===== config.mk =====
export PLATFORM = sky130hd
export DESIGN_NAME = ddr3_fb_addr_gen
export DESIGN_NICKNAME = d
export VERILOG_FILES = /design/src/rtl/ddr3_fb_addr_gen_pkg.sv /design/src/rtl/ddr3_fb_addr_gen_fb_buf_rotator.sv /design/src/rtl/ddr3_fb_addr_gen.sv
export SDC_FILE = /design/constraint.sdc
export NUM_CORES = 1
export LEC_CHECK = 0
export BUFFER_PORTS_ARGS = -buffer_cell sky130_fd_sc_hd__buf_2
export CORE_MARGIN = 2
export CORE_UTILIZATION = 45
export DETAILED_ROUTE_END_ITERATION = 7
export GPL_TIMING_DRIVEN = 0
export HOLD_SLACK_MARGIN = 0.15
export PLACE_DENSITY = 0.83
export SLEW_MARGIN = 20
export SYNTH_ARGS = -nofsm -noshare
export SYNTH_HDL_FRONTEND = slang
export SYNTH_SLANG_ARGS = --single-unit

===== constraint.sdc =====
create_clock -name clk -period 2.8 [get_ports clk]
set_input_delay 0.14 -clock clk [delete_from_list [all_inputs] [get_ports clk]]
set_output_delay 0.14 -clock clk [all_outputs]
set_load 0.02 [all_outputs]

===== src/rtl/ddr3_fb_addr_gen_pkg.sv =====
// Shared constants and helpers for the DDR3 multi-buffer frame-store address generator.
package ddr3_fb_addr_gen_pkg;

  localparam int unsigned MEM_ADDR_SIZE = 28;
  localparam int unsigned CACHE_WIDTH   = 128;
  localparam int unsigned BURST_LENGTH  = 8;
  localparam int unsigned BUF_IDX_W     = 2;

  typedef logic [BUF_IDX_W-1:0] buf_idx_t;

  // Next buffer index, wrapping at num_buf.
  function automatic buf_idx_t buf_inc(input buf_idx_t idx, input int unsigned num_buf);
    if (32'(idx) + 32'd1 >= num_buf) begin
      return '0;
    end
    return idx + 1'b1;
  endfunction

endpackage


===== src/rtl/ddr3_fb_addr_gen_fb_buf_rotator.sv =====
// Frame-buffer rotator: vsync edge detect, write/done/read buffer selection and
// the rule that keeps the writer off the buffer currently being read.
module ddr3_fb_addr_gen_fb_buf_rotator
  import ddr3_fb_addr_gen_pkg::*;
#(
  parameter int unsigned NUM_BUF = 3
) (
  input  logic     clk_i,
  input  logic     rst_i,
  input  logic     vsync_i,
  input  logic     wr_active_i,    // current write frame holds at least one burst
  input  logic     rd_frame_start_i,
  output logic     vs_rise_o,
  output buf_idx_t wr_buf_o,
  output buf_idx_t wr_buf_nxt_o,   // buffer that a same-cycle burst must target
  output buf_idx_t rd_buf_o,
  output buf_idx_t rd_buf_nxt_o,   // buffer that a same-cycle read must target
  output logic     frame_valid_o
);

  logic     vsync_q;
  buf_idx_t wr_buf_q, wr_buf_d;
  buf_idx_t done_buf_q, done_buf_d;
  buf_idx_t rd_buf_q, rd_buf_d;
  logic     frame_valid_q, frame_valid_d;
  logic     vs_rise;
  buf_idx_t wr_step;

  assign vs_rise = vsync_i & ~vsync_q;

  // Next-state for buffer rotation and read-frame latch.
  always_comb begin
    wr_buf_d      = wr_buf_q;
    done_buf_d    = done_buf_q;
    frame_valid_d = frame_valid_q;
    rd_buf_d      = rd_buf_q;
    wr_step       = buf_inc(wr_buf_q, NUM_BUF);

    // Empty frames leave the rotation untouched.
    if (vs_rise && wr_active_i) begin
      done_buf_d    = wr_buf_q;
      frame_valid_d = 1'b1;
      if (wr_step == rd_buf_q && NUM_BUF >= 3) begin
        wr_step = buf_inc(wr_step, NUM_BUF);
      end
      wr_buf_d = wr_step;
    end

    // Forward a same-cycle completion so the reader never sees a stale frame.
    if (rd_frame_start_i && frame_valid_d) begin
      rd_buf_d = done_buf_d;
    end
  end

  // Rotation state registers.
  always_ff @(posedge clk_i) begin
    if (rst_i) begin
      vsync_q       <= 1'b0;
      wr_buf_q      <= '0;
      done_buf_q    <= '0;
      rd_buf_q      <= buf_idx_t'(NUM_BUF - 1);
      frame_valid_q <= 1'b0;
    end else begin
      vsync_q       <= vsync_i;
      wr_buf_q      <= wr_buf_d;
      done_buf_q    <= done_buf_d;
      rd_buf_q      <= rd_buf_d;
      frame_valid_q <= frame_valid_d;
    end
  end

  assign vs_rise_o     = vs_rise;
  assign wr_buf_o      = wr_buf_q;
  assign wr_buf_nxt_o  = wr_buf_d;
  assign rd_buf_o      = rd_buf_q;
  assign rd_buf_nxt_o  = rd_buf_d;
  assign frame_valid_o = frame_valid_q;

endmodule


===== src/rtl/ddr3_fb_addr_gen.sv =====
// Multi-buffer DDR3 frame-store address generator.
// Write side fills one of NUM_BUF buffers and rotates on vsync; read side replays the
// latest complete frame. Optional DDR3_FB_OVF_EN adds wr_ovf / rd_wrap status outputs.
module ddr3_fb_addr_gen
  import ddr3_fb_addr_gen_pkg::*;
#(
  parameter int unsigned          ADDR_W       = MEM_ADDR_SIZE,
  parameter int unsigned          DATA_W       = CACHE_WIDTH,
  parameter int unsigned          BURST_LEN    = BURST_LENGTH,
  parameter int unsigned          NUM_BUF      = 3,
  parameter logic [ADDR_W-1:0]    BASE_ADDR    = 28'h000_0100,
  parameter logic [ADDR_W-1:0]    FRAME_STRIDE = 28'h080_0000,
  parameter int unsigned          FRAME_BURSTS = 8100
) (
  input  logic              clk,
  input  logic              rst,
  input  logic              vsync,
  input  logic              ddr3_din_en,
  input  logic [DATA_W-1:0] ddr3_din,
  output logic              ddr3_wr_en,
  output logic [ADDR_W-1:0] ddr3_wr_addr,
  output logic [DATA_W-1:0] ddr3_wr_data,
  input  logic              rd_frame_start,
  input  logic              ddr3_dout_req_i,
  output logic              ddr3_dout_req_o,
  output logic [ADDR_W-1:0] ddr3_rd_addr,
  output logic [1:0]        wr_buf_idx,
  output logic [1:0]        rd_buf_idx,
`ifdef DDR3_FB_OVF_EN
  output logic              wr_ovf,
  output logic              rd_wrap,
`endif
  output logic              frame_valid
);

  localparam int unsigned CntW = $clog2(FRAME_BURSTS + 1);

  logic              vs_rise;
  buf_idx_t          wr_buf, wr_buf_nxt, rd_buf, rd_buf_nxt;

  logic [CntW-1:0]   wr_cnt_q, wr_cnt_d, wr_cnt_base;
  logic [CntW-1:0]   rd_cnt_q, rd_cnt_d, rd_cnt_base;
  logic              wr_en_q, wr_en_d;
  logic [ADDR_W-1:0] wr_addr_q, wr_addr_d;
  logic [DATA_W-1:0] wr_data_q, wr_data_d;
  logic              req_q, req_d;
  logic [ADDR_W-1:0] rd_addr_q, rd_addr_d;
  logic              wr_accept;
`ifdef DDR3_FB_OVF_EN
  logic              wr_ovf_q, wr_ovf_d;
  logic              rd_wrap_q, rd_wrap_d;
`endif

  function automatic logic [ADDR_W-1:0] calc_addr(input buf_idx_t idx, input logic [CntW-1:0] cnt);
    return BASE_ADDR + ADDR_W'(idx) * FRAME_STRIDE + ADDR_W'(cnt) * ADDR_W'(BURST_LEN);
  endfunction

  ddr3_fb_addr_gen_fb_buf_rotator #(
    .NUM_BUF(NUM_BUF)
  ) u_fb_buf_rotator (
    .clk_i           (clk),
    .rst_i           (rst),
    .vsync_i         (vsync),
    .wr_active_i     (wr_cnt_q != '0),
    .rd_frame_start_i(rd_frame_start),
    .vs_rise_o       (vs_rise),
    .wr_buf_o        (wr_buf),
    .wr_buf_nxt_o    (wr_buf_nxt),
    .rd_buf_o        (rd_buf),
    .rd_buf_nxt_o    (rd_buf_nxt),
    .frame_valid_o   (frame_valid)
  );

  // Write path: a frame switch restarts at offset 0 of the new buffer in the same cycle.
  always_comb begin
    wr_cnt_base = vs_rise ? '0 : wr_cnt_q;
    wr_accept   = ddr3_din_en && (wr_cnt_base < CntW'(FRAME_BURSTS));
    wr_en_d     = wr_accept;
    wr_addr_d   = wr_addr_q;
    wr_data_d   = wr_data_q;
    wr_cnt_d    = wr_cnt_base;
    if (wr_accept) begin
      wr_addr_d = calc_addr(wr_buf_nxt, wr_cnt_base);
      wr_data_d = ddr3_din;
      wr_cnt_d  = wr_cnt_base + CntW'(1);
    end
  end

  // Read path: frame start resets the offset; the counter loops so a frame repeats.
  always_comb begin
    rd_cnt_base = rd_frame_start ? '0 : rd_cnt_q;
    req_d       = ddr3_dout_req_i;
    rd_addr_d   = rd_addr_q;
    rd_cnt_d    = rd_cnt_base;
    if (ddr3_dout_req_i) begin
      rd_addr_d = calc_addr(rd_buf_nxt, rd_cnt_base);
      rd_cnt_d  = (rd_cnt_base == CntW'(FRAME_BURSTS - 1)) ? '0 : rd_cnt_base + CntW'(1);
    end
  end

`ifdef DDR3_FB_OVF_EN
  // Sticky drop flag and read roll-over pulse.
  always_comb begin
    wr_ovf_d  = wr_ovf_q;
    if (vs_rise) begin
      wr_ovf_d = 1'b0;
    end else if (ddr3_din_en && !wr_accept) begin
      wr_ovf_d = 1'b1;
    end
    rd_wrap_d = ddr3_dout_req_i && !rd_frame_start &&
                (rd_cnt_base == CntW'(FRAME_BURSTS - 1));
  end

  // Status flag registers.
  always_ff @(posedge clk) begin
    if (rst) begin
      wr_ovf_q  <= 1'b0;
      rd_wrap_q <= 1'b0;
    end else begin
      wr_ovf_q  <= wr_ovf_d;
      rd_wrap_q <= rd_wrap_d;
    end
  end

  assign wr_ovf  = wr_ovf_q;
  assign rd_wrap = rd_wrap_q;
`endif

  // Counter and output pipeline registers.
  always_ff @(posedge clk) begin
    if (rst) begin
      wr_cnt_q  <= '0;
      rd_cnt_q  <= '0;
      wr_en_q   <= 1'b0;
      wr_addr_q <= '0;
      wr_data_q <= '0;
      req_q     <= 1'b0;
      rd_addr_q <= '0;
    end else begin
      wr_cnt_q  <= wr_cnt_d;
      rd_cnt_q  <= rd_cnt_d;
      wr_en_q   <= wr_en_d;
      wr_addr_q <= wr_addr_d;
      wr_data_q <= wr_data_d;
      req_q     <= req_d;
      rd_addr_q <= rd_addr_d;
    end
  end

  assign ddr3_wr_en      = wr_en_q;
  assign ddr3_wr_addr    = wr_addr_q;
  assign ddr3_wr_data    = wr_data_q;
  assign ddr3_dout_req_o = req_q;
  assign ddr3_rd_addr    = rd_addr_q;
  assign wr_buf_idx      = wr_buf;
  assign rd_buf_idx      = rd_buf;

endmodule


==> reports/qor.txt <==
DR WL/cell - 16.1 um
Area growth syn-to-layout - 48.9%
crit-path leading delay family - simple AND/OR/NAND/NOR gates
First-pass DRT Iterations - 5
via/cell ratio - 5.15
RSZ-0062 raised after global routing - false
Clock Pin Slew Worst Setup and Hold Paths - 0.07 ns
Worst Skew - 0.0120 ns
Initial Utilization - 0.461
clk root buf - clkbuf_16
Slew Viols, Final - 0
die width - 135 um
post-layout min period - 2.62 ns
Residual DRC - 0
Via Count - 8,502
first-pass GRT wire length - 41,400 um
Final Cell Area - 11,400 um2
crit-path most repeated cell - clkbuf_2
Post-DRT Antenna Nets - 0
final setup violation count - 0
gr ovfl total - 0
GR Util All Layers - 0.286
worst setup path class - primary input to flip-flop
max cap viols - 0
Slowest cell on crit path - dlygate4sd3_1
asr flop ratio synth - 0
peak per-stage delay on the critical path - 0.54 ns
Placer Congestion - 0.908
total clock sinks - 196
top-level port count - 325
CTS HTree Levels - 4
P_leak - 5.25 nW
final worst-path cycle share - 0.937
die footprint - 18,100 um2
Port Buffer Count - 298
Detailed Place HPWL - 16,800 um
WHS Path Cells - 4
layout cell share with drive strength beyond 1 - 0.276
crit-path cells - dlygate4sd3_1 -> buf_2 -> nand2b_1 -> clkbuf_2 -> clkbuf_2 -> and2_1 -> ha_1 -> and3_1 -> nand3_1 -> or4_1 -> a21oi_1
CP Max Fanout - 10
fmax - 0.381 GHz
most frequent cells in the layout - buf_2 (322), nand2_1 (297), dfxtp_1 (196), a21oi_1 (152), dlygate4sd3_1 (131)
post-synthesis register bit count - 196
Main synth FF type - dfxtp_1
Worst EP arrival - 2.99 ns
CTS tree - yes
Max-slew headroom - 0.515
Row Count - 47
largest net degree at the start of global routing - 19
clock tree buffer depth - 2
initial drt markers - 487
peak supply drop - 0.428 mV
power per standard cell area - 556 nW/um2
Syn Area/Cell - 8.11 um2
CP required - 3.16 ns
number of global-route vias before repair - 8,282
Synth Instances - 945
placed standard-cell area - 9520 um2
Detailed Route WL - 26,500 um
R2R cell count - 9
Slew @ Worst Pin - 0.728 ns
critical path startpoint category - primary input
initial antenna violation count - 1
Hold Crit Class - primary input to flip-flop
worst skew pair latency - 0.44 ns
Worst Path Buf+Inv - 4
Die H - 135 um
synth warn - 0
core area - 16,600 um2
total CTS buffers - 17
commonest non-fill, non-tap cell in the layout - buf_2
Crit. End Element - flip-flop
Netlist cell types - 49
Post-synth EDFFs - 0
Nets - 1,554
fin cells - 1,650
Filler cells - 1,244
final hold violation count - 0
register area share after synthesis - 0.512
dpl cells - 1,486
area of the mapped netlist - 7660 um2
run status - completed
Stages on worst setup path - 11
==> layout make-up <==
cell class                 count  area (um2)  area share
antenna                        1        2.50    0.000219
buffer                        87         462      0.0405
clock buffer                  18         429      0.0376
clock inverter                14         145      0.0127
inverter                       7        26.3     0.00230
multi-input combinational    678        3340       0.293
sequential                   196        3920       0.344
tap                          220         275      0.0241
timing repair buffer         429        2800       0.246
==> through the flow <==
step                      setup TNS [ns]  total power [mW]  hold WS [ns]  worst slack [ns]   util
after floorplan                        0              3.50         0.268             0.466      -
after global placement           -0.0172              3.80         0.380           -0.0127  0.572
after detailed placement         -0.0656              3.81         0.385           -0.0376  0.572
after CTS                              0              6.33         0.185            0.0722  0.685
after global routing                   0              6.57         0.220            0.0244  0.685
final                                  0              6.34         0.189             0.176  0.686
==> cells by family (layout without fill, tap and decap cells) <==
logic type,Yosys count,after routing,share of synthesized area
adders and majority gates,4,4,0.00653
DFF,196,196,0.512
AOI/OAI and AO/OA,194,194,0.144
muxes,9,9,0.0119
and+or+nand+nor,424,424,0.235
other,1,25,0.000489
buffers and inverters,94,555,0.0632
xor gates and xnor gates,23,23,0.0263
==> power breakdown <==
group | internal [mW] | leakage, nW | switching (mW)
registers | 2.91 | 1.61 | 0.0695
logic | 0.396 | 3.38 | 0.556
clock network | 1.25 | 0.265 | 1.15
==> cells in the mapped netlist (2+ instances only) <==
cell | count | area, um2
a211oi_1 | 13 | 97.6
a21oi_1 | 152 | 761
a31oi_1 | 2 | 12.5
and2_1 | 6 | 37.5
and3_1 | 4 | 25.0
and4_1 | 2 | 17.5
and4b_1 | 2 | 20.0
buf_2 | 24 | 120
buf_4 | 27 | 203
clkbuf_1 | 35 | 131
dfxtp_1 | 196 | 3920
ha_1 | 4 | 50.1
inv_1 | 7 | 26.3
mux2i_1 | 8 | 80.1
nand2_1 | 297 | 1110
nand2b_1 | 6 | 37.5
nand3_1 | 14 | 70.1
nand4_1 | 11 | 68.8
nor2_1 | 44 | 165
nor2b_1 | 9 | 56.3
nor3_1 | 8 | 40.0
nor3b_1 | 2 | 15.0
nor4_1 | 7 | 43.8
o211a_1 | 2 | 20.0
o211ai_1 | 4 | 30.0
o21a_1 | 2 | 15.0
o21ai_0 | 7 | 35.0
o31ai_1 | 3 | 22.5
or2_2 | 3 | 18.8
or3_1 | 2 | 12.5
or4_1 | 3 | 22.5
xnor2_1 | 14 | 123
xor2_1 | 9 | 78.8
==> flip-flops by register name (all words and copies together), names as in the netlist <==
name                            count
rd_cnt_q                           13
ddr3_dout_req_o                     1
ddr3_wr_data                      128
u_fb_buf_rotator.vsync_q            1
u_fb_buf_rotator.done_buf_q         2
u_fb_buf_rotator.frame_valid_o      1
ddr3_wr_addr                       16
ddr3_rd_addr                       16
u_fb_buf_rotator.wr_buf_o           2
ddr3_wr_en                          1
u_fb_buf_rotator.rd_buf_o           2
wr_cnt_q                           13
==> routing by layer <==
layer | GRT usage | up-vias | part of all wire
li1 | - | 4027 | -
met1 | 0.331 | 3920 | 0.39
met2 | 0.479 | 446 | 0.48
met3 | 0.0826 | 107 | 0.085
met4 | 0.158 | 2 | 0.046
met5 | 0 | - | 0.00049
==> tightest hold or removal path: cells and delay by family <==
family	cells	cell delay (ns)
and+or+nand+nor	2	0.21
buffers and inverters	1	0.18
xor gates and xnor gates	1	0.06
==> path summary, 6_finish.rpt <==
kind	endpoint	slack, ns	from
worst max-delay path	wr_cnt_q[10]	0.18	vsync
worst min-delay path	rd_cnt_q[2]	0.19	ddr3_dout_req_i
worst max register to register	wr_cnt_q[10]	0.21	u_fb_buf_rotator.vsync_q
worst min register to register	ddr3_wr_addr[16]	0.45	ddr3_wr_addr[16]
==> repair_timing <==
action / CTS / global route
endpoints found under the setup margin: 2 / 5
endpoints found under the hold margin: 133 / 0
gates cloned: 0 / 0
setup buffers: 0 / 0
hold buffers: 131 / 0
resized for setup: 1 / 4
Note: power is estimated with default switching activity, not from simulation.
